<file path="src/rtl/student_iic_master.sv">
// student_iic_master: byte-level I2C master driven by START/WRITE/READ/STOP commands.
// Each command runs to completion and reports back with a one-cycle rsp_valid_o pulse.
// Ports:
//   clk_i, rst_i               clock, asynchronous active-high reset
//   cmd_valid_i, cmd_ready_o   command handshake (ready only in IDLE)
//   cmd_i, wdata_i, ack_i      command code, WRITE byte, READ ack choice
//   rsp_valid_o, rdata_o       completion pulse, last byte read
//   nack_o, busy_o             WRITE ack result, FSM not idle
//   sda_i, scl_i               raw pad levels
//   sda_oe, scl_oe             1 = pull line low (registered)
// Optional macro STUDENT_IIC_CLK_STRETCH_EN enables slave clock stretching.
module student_iic_master #(
    parameter int CLK_DIV = 4
) (
    input  logic       clk_i,
    input  logic       rst_i,
    input  logic       cmd_valid_i,
    output logic       cmd_ready_o,
    input  logic [1:0] cmd_i,
    input  logic [7:0] wdata_i,
    input  logic       ack_i,
    output logic       rsp_valid_o,
    output logic [7:0] rdata_o,
    output logic       nack_o,
    output logic       busy_o,
    input  logic       sda_i,
    input  logic       scl_i,
    output logic       sda_oe,
    output logic       scl_oe
);

    typedef enum logic [2:0] {
        S_IDLE, S_START, S_BIT, S_ACK, S_STOP, S_DONE
    } state_t;

    localparam logic [1:0] CMD_START = 2'd0;
    localparam logic [1:0] CMD_WRITE = 2'd1;
    localparam logic [1:0] CMD_READ  = 2'd2;
    localparam logic [1:0] CMD_STOP  = 2'd3;
    localparam logic [15:0] TICK_LAST = 16'(CLK_DIV - 1);

    state_t      state_q, state_d;
    logic [1:0]  phase_q, phase_d;
    logic [15:0] cnt_q, cnt_d;
    logic [2:0]  bit_q, bit_d;
    logic [1:0]  cmd_q, cmd_d;
    logic [7:0]  wdata_q, wdata_d;
    logic        ack_q, ack_d;
    logic [7:0]  shift_q, shift_d;
    logic [7:0]  rdata_q, rdata_d;
    logic        nack_q, nack_d;
    logic        rsp_q, rsp_d;
    logic        sda_oe_q, sda_oe_d;
    logic        scl_oe_q, scl_oe_d;
    logic        sda_s1_q, sda_s2_q;
    logic        scl_s1_q, scl_s2_q;
    logic        tick;
    logic        hold;

    assign tick = (cnt_q == TICK_LAST);

`ifdef STUDENT_IIC_CLK_STRETCH_EN
    // Counter stays at 0 while a slave holds SCL low after release,
    // so a full tick follows once SCL is seen high.
    assign hold = (phase_q == 2'd1) && !scl_s2_q &&
                  (state_q == S_BIT || state_q == S_ACK || state_q == S_STOP);
`else
    logic unused_scl;
    assign unused_scl = scl_s2_q;
    assign hold = 1'b0;
`endif

    always_comb begin
        state_d  = state_q;
        phase_d  = phase_q;
        cnt_d    = cnt_q;
        bit_d    = bit_q;
        cmd_d    = cmd_q;
        wdata_d  = wdata_q;
        ack_d    = ack_q;
        shift_d  = shift_q;
        rdata_d  = rdata_q;
        nack_d   = nack_q;
        rsp_d    = 1'b0;
        sda_oe_d = sda_oe_q;
        scl_oe_d = scl_oe_q;
        case (state_q)
            S_IDLE: begin
                cnt_d   = '0;
                phase_d = '0;
                if (cmd_valid_i) begin
                    cmd_d   = cmd_i;
                    wdata_d = wdata_i;
                    ack_d   = ack_i;
                    bit_d   = 3'd7;
                    case (cmd_i)
                        CMD_START: state_d = S_START;
                        CMD_STOP:  state_d = S_STOP;
                        default:   state_d = S_BIT;
                    endcase
                end
            end
            S_DONE: begin
                rsp_d   = 1'b1;
                state_d = S_IDLE;
            end
            default: begin
                if (hold)      cnt_d = cnt_q;
                else if (tick) cnt_d = '0;
                else           cnt_d = cnt_q + 16'd1;
                if (tick && !hold) begin
                    phase_d = phase_q + 2'd1;
                    if (phase_q == 2'd2 && state_q == S_BIT)
                        shift_d = {shift_q[6:0], sda_s2_q};
                    if (phase_q == 2'd2 && state_q == S_ACK && cmd_q == CMD_WRITE)
                        nack_d = sda_s2_q;
                    if (phase_q == 2'd3) begin
                        if (state_q == S_BIT) begin
                            if (bit_q == 3'd0) state_d = S_ACK;
                            else               bit_d = bit_q - 3'd1;
                        end else begin
                            state_d = S_DONE;
                            if (state_q == S_ACK && cmd_q == CMD_READ)
                                rdata_d = shift_q;
                        end
                    end
                end
            end
        endcase

        // Line drive per phase; held outside the listed phases.
        case (state_q)
            S_START: begin
                case (phase_q)
                    2'd0: begin sda_oe_d = 1'b0; scl_oe_d = 1'b0; end
                    2'd1: sda_oe_d = 1'b1;
                    2'd3: scl_oe_d = 1'b1;
                    default: ;
                endcase
            end
            S_BIT, S_ACK: begin
                case (phase_q)
                    2'd0: begin
                        scl_oe_d = 1'b1;
                        if (state_q == S_BIT)
                            sda_oe_d = (cmd_q == CMD_WRITE) && !wdata_q[bit_q];
                        else
                            sda_oe_d = (cmd_q == CMD_READ) && ack_q;
                    end
                    2'd1: scl_oe_d = 1'b0;
                    2'd3: scl_oe_d = 1'b1;
                    default: ;
                endcase
            end
            S_STOP: begin
                case (phase_q)
                    2'd0: begin sda_oe_d = 1'b1; scl_oe_d = 1'b1; end
                    2'd1: scl_oe_d = 1'b0;
                    2'd2: sda_oe_d = 1'b0;
                    default: ;
                endcase
            end
            default: ;
        endcase
    end

    always_ff @(posedge clk_i or posedge rst_i) begin
        if (rst_i) begin
            state_q  <= S_IDLE;
            phase_q  <= '0;
            cnt_q    <= '0;
            bit_q    <= '0;
            cmd_q    <= '0;
            wdata_q  <= '0;
            ack_q    <= 1'b0;
            shift_q  <= '0;
            rdata_q  <= '0;
            nack_q   <= 1'b0;
            rsp_q    <= 1'b0;
            sda_oe_q <= 1'b0;
            scl_oe_q <= 1'b0;
            sda_s1_q <= 1'b1;
            sda_s2_q <= 1'b1;
            scl_s1_q <= 1'b1;
            scl_s2_q <= 1'b1;
        end else begin
            state_q  <= state_d;
            phase_q  <= phase_d;
            cnt_q    <= cnt_d;
            bit_q    <= bit_d;
            cmd_q    <= cmd_d;
            wdata_q  <= wdata_d;
            ack_q    <= ack_d;
            shift_q  <= shift_d;
            rdata_q  <= rdata_d;
            nack_q   <= nack_d;
            rsp_q    <= rsp_d;
            sda_oe_q <= sda_oe_d;
            scl_oe_q <= scl_oe_d;
            sda_s1_q <= sda_i;
            sda_s2_q <= sda_s1_q;
            scl_s1_q <= scl_i;
            scl_s2_q <= scl_s1_q;
        end
    end

    assign cmd_ready_o = (state_q == S_IDLE);
    assign busy_o      = (state_q != S_IDLE);
    assign rsp_valid_o = rsp_q;
    assign rdata_o     = rdata_q;
    assign nack_o      = nack_q;
    assign sda_oe      = sda_oe_q;
    assign scl_oe      = scl_oe_q;

endmodule
</file>
<file path="config.mk">
export PLATFORM = sky130hd
export DESIGN_NAME = student_iic_master
export DESIGN_NICKNAME = d
export VERILOG_FILES = /design/src/rtl/student_iic_master.sv
export SDC_FILE = /design/constraint.sdc
export NUM_CORES = 1
export LEC_CHECK = 0
export BUFFER_PORTS_ARGS = -buffer_cell sky130_fd_sc_hd__buf_4
export CAP_MARGIN = 20
export CORE_ASPECT_RATIO = 1.4
export CORE_MARGIN = 8
export CORE_UTILIZATION = 28
export DETAILED_ROUTE_END_ITERATION = 6
export GPL_TIMING_DRIVEN = 1
export PLACE_DENSITY = 0.49
export RECOVER_POWER = 100
export SYNTH_ARGS = -nofsm -noshare
export SYNTH_HDL_FRONTEND = slang
export SYNTH_SLANG_ARGS = --single-unit
</file>
<file path="constraint.sdc">
create_clock -name clk_i -period 2.46 [get_ports clk_i]
set_input_delay 0.492 -clock clk_i [delete_from_list [all_inputs] [get_ports clk_i]]
set_output_delay 0.492 -clock clk_i [all_outputs]
set_load 0.01 [all_outputs]
</file>
==> metrics.md <==
| Metric | Value |
|---|---|
| Status | finished clean |
| Mapped Nets | between 300 and 400 |
| Worst setup SP type | register |
| Hold crit path type | input port to register |
| Worst Slack Setup Final | between 0.2 and 0.3 ns |
| Clk_lat worst skew | 0.32 ns |
| Required @ worst endpoint | slightly below 2 ns |
| # setup viols final | 0 |
| Slew headroom | between 5 and 6% |
| P per Cell Area | just over 1000 mW/mm^2 |
| CTS sink count | between 50 and 60 |
| Max-cap viol count | 0 |
| Setup Buffers After CTS | 0 |
| Vias in the first global route | ~2300 |
| Library cells used by synthesis | 64 |
| Simple-gate share of the synthesized area | 21.4% |
| FF+latch count, synth | 57 |
| CP Capture Type | output pin |
| Largest family of logic cells by synthesized area | simple AND/OR/NAND/NOR gates |
| P_leak | between 1.5 and 2 nW |
| Final ANT Viol Nets | 0 |
| Critical Setup Path Class | register to output pin |
| Synthesized netlist cell count | 282 |
| Core box area | between 0.01 and 0.015 mm^2 |
| Synth Area in Compound Gates | approximately an eighth |
| Mux cell area share after synthesis | between 8 and 9% |
| EDFF count, synth | 0 |
| Final max-slew violation count | 0 |
| IO Port Bufs | 28 |
| Top FF cell, synth | dfrtp_1 |
| H-tree Lvls | 3 |
| Layout Skew | 0.00533 ns |
| Asr flop ratio synth | 100% |
| CTS Buf Count | 9 |
| Wire length per cell | 14.5 um |
| Largest net degree at the start of global routing | 58 |
| Adder-cell share of the synthesized area | about 4.1% |
| RSZ-0062 raised after global routing | false |
| RD Place Congestion | slightly below 0.8 |
| Placement Setup Slack | approximately 0.45 ns |
| Initial antenna violation count | 0 |
| GRT Total Usage | about a tenth |
| CTS root buffer | clkbuf_16 |
| Final Non-Filler Cells | 462 |
| Antenna cells | 0 |
| Post-Route WL | approximately 6.7 mm |
| Fin nets | between 300 and 400 |
| Synth Area in XOR/XNOR | under 10% |
| Share of cells above drive strength 1 | 21.5% |
| Post-cts sizing count | 0 |
| Grt total ovfl | 0 |
| Fin crit period | between 2 and 2.5 ns |
| Clock-pin slew on the worst setup and hold paths | 0.05 ns |
| Drt drc | 0 |
| Arr. time, crit path | about 1.7 ns |
| Max FO, Critical Path | 16 |
| Ys Warns | 0 |
| Worst vdd ir | around 420 uV |
| Hold Buf Count CTS | 0 |
| Initial Util | about 28% |
| Period utilization | between 80 and 90% |
| Area Overhead vs Synth | 19.6% |
| Final hold viol count | 0 |
| Seq/Total Area, Yosys | about 47% |
| Mapped cell area | 0.00302 mm^2 |
| Mean number of vias per cell | 4.85 |
| First-pass iteration count of the detailed router | 4 |
| DR iter-0 viols | roughly 110 |
| Fmax | 0.453 GHz |
| Mean Syn Cell Area | around 11 um^2 |
| TNS Setup | 0 ns |
| Core Util, Final | approximately a third |
| CTS tree | yes |
| IO Pins | 30 |
| Placed Instances | ~450 |
| Row count | 45 |
| Final instance area | approximately 0.0036 mm^2 |
| DP Wirelength | around 5 mm |
| Die width | between 100 and 150 um |
| First-pass GRT wire length | approximately 11 mm |
| Die area | 0.0144 mm^2 |
| Placed Area | between 0.003 and 0.004 mm^2 |
| DR vias | about 2200 |
| CTS Buffer Depth | 2 |
| Worst-Margin Slew | roughly 1.4 ns |
| DIE HEIGHT | about 140 um |
-- flip-flops by register name, summed over array words and instances (netlist names) --
register / flops
sda_s2_q: 1
nack_o: 1
cnt_q: 16
state_q: 3
shift_q: 8
phase_q: 2
sda_s1_q: 1
cmd_q: 2
scl_oe: 1
wdata_q: 8
rsp_valid_o: 1
sda_oe: 1
bit_q: 3
ack_q: 1
rdata_o: 8
-- cell usage after synthesis (2+ instances only) --
library cell  count  area, um^2
nor2_1           14        52.6
inv_1            13        48.8
and3_4            2        22.5
nand3_1           2        10.0
nand2b_1          2        12.5
or4_1             4        30.0
nand3_2           3        30.0
dfrtp_1          55        1380
and4_1            3        26.3
a311oi_1          2        17.5
nor2b_1           3        18.8
dfstp_2           2        52.6
mux4_2            2        45.0
o31ai_1           5        37.5
buf_4             2        15.0
nand3b_1          2        15.0
buf_2             4        20.0
buf_6             2        22.5
nand2_1          36         135
clkbuf_1          3        11.3
nor3b_1           2        15.0
a211oi_1          4        30.0
nand4_1           6        37.5
o21ai_0          13        65.1
ha_1             10         125
nor3_1            5        25.0
mux2i_1           2        20.0
xor2_1            7        61.3
nor4_1            4        25.0
nor4b_1           2        17.5
a32oi_1           2        17.5
mux2_2           18         203
or3_2             2        15.0
a2111oi_2         2        30.0
a21oi_1          11        55.1
and3_1            3        18.8
-- worst max-delay path, stage by stage (launching register included) --
cell,delay (ns)
dfrtp_1,0.55
or3_1,0.50
inv_1,0.18
clkbuf_1,0.17
-- cell families after synthesis --
| group | Yosys count |
|---|---|
| and+or+nand+nor | 108 |
| DFF | 57 |
| AOI/OAI and AO/OA | 53 |
| buffers and inverters | 25 |
| muxes | 22 |
| adders and majority gates | 10 |
| xor gates and xnor gates | 7 |
-- power breakdown --
| part | internal, mW | leakage (nW) | switching [mW] |
|---|---|---|---|
| clock | 0.911 | 0.159 | 0.419 |
| sequential | 1.13 | 0.745 | 0.187 |
| combinational | 0.427 | 0.714 | 0.570 |
-- cell type report --
| class | instances | area (um^2) |
|---|---|---|
| sequential | 57 | 1430 |
| multi-input combinational | 200 | 1440 |
| tap | 141 | 176 |
| timing repair buffer | 34 | 193 |
| inverter | 14 | 52.6 |
| clock buffer | 11 | 243 |
| clock inverter | 5 | 78.8 |
| fill | 1133 | 7090 |
-- metrics by stage --
stage	power [mW]	hold WS, ns
CTS	3.74	0.262
floorplan	2.10	0.345
global placement	2.36	0.346
detailed placement	2.38	0.347
finish	3.64	0.280
global route	3.89	0.265
-- path summary, 6_finish.rpt --
kind | startpoint | to | slack, ns | depth (start not counted)
worst max register to register | cnt_q[0]$_DFFE_PP0N_ | state_q[1]$_DFFE_PP0P_ | 0.37 | 5
worst min register to register | sda_s1_q$_DFF_PP1_ | sda_s2_q$_DFF_PP1_ | 0.35 | 0
worst min-delay path | sda_i | sda_s1_q$_DFF_PP1_ | 0.28 | 1
max in group asynchronous | rst_i | scl_oe$_DFFE_PP0P_ | 0.95 | 3
worst max-delay path | state_q[1]$_DFFE_PP0P_ | cmd_ready_o | 0.25 | 3
min in group asynchronous | rst_i | shift_q[6]$_DFFE_PP0P_ | 0.66 | 3
-- layer usage --
metal / vias up / part of all wire (%) / GRT usage (%)
met5: - / 0 / 0
met4: 0 / 2.1 / 5.05
met3: 11 / 3.6 / 2.65
met2: 35 / 52 / 17.1
met1: 1097 / 42 / 10.9
li1: 1100 / - / -
-- placed cells by master (no fill, tap or decap), types with 2 or more instances in the layout --
master | Yosys | final
clkbuf_1 | 3 | 17
ha_1 | 10 | 10
and3_1 | 3 | 3
nand3_1 | 2 | 4
xor2_1 | 7 | 7
nor4b_1 | 2 | 2
mux4_2 | 2 | 2
or3_2 | 2 | 2
nand3b_1 | 2 | 2
nor3_1 | 5 | 5
or3_1 | 1 | 2
dfrtp_1 | 55 | 55
clkinv_2 | 0 | 2
a21oi_1 | 11 | 11
a32oi_1 | 2 | 2
nor2_1 | 14 | 14
nand2b_1 | 2 | 2
nor3b_1 | 2 | 2
dfstp_2 | 2 | 2
mux2i_1 | 2 | 2
or4_1 | 4 | 4
a311oi_1 | 2 | 2
nor4_1 | 4 | 4
nand2_1 | 36 | 37
bufinv_16 | 0 | 2
clkbuf_16 | 0 | 9
clkbuf_4 | 0 | 2
nand4_1 | 6 | 7
a211oi_1 | 4 | 4
o31ai_1 | 5 | 5
buf_4 | 2 | 15
and3_4 | 2 | 2
inv_1 | 13 | 14
mux2_2 | 18 | 18
and4_1 | 3 | 3
o21ai_0 | 13 | 13
nor2b_1 | 3 | 3
No activity file was read; power rests on OpenSTA's default activity.
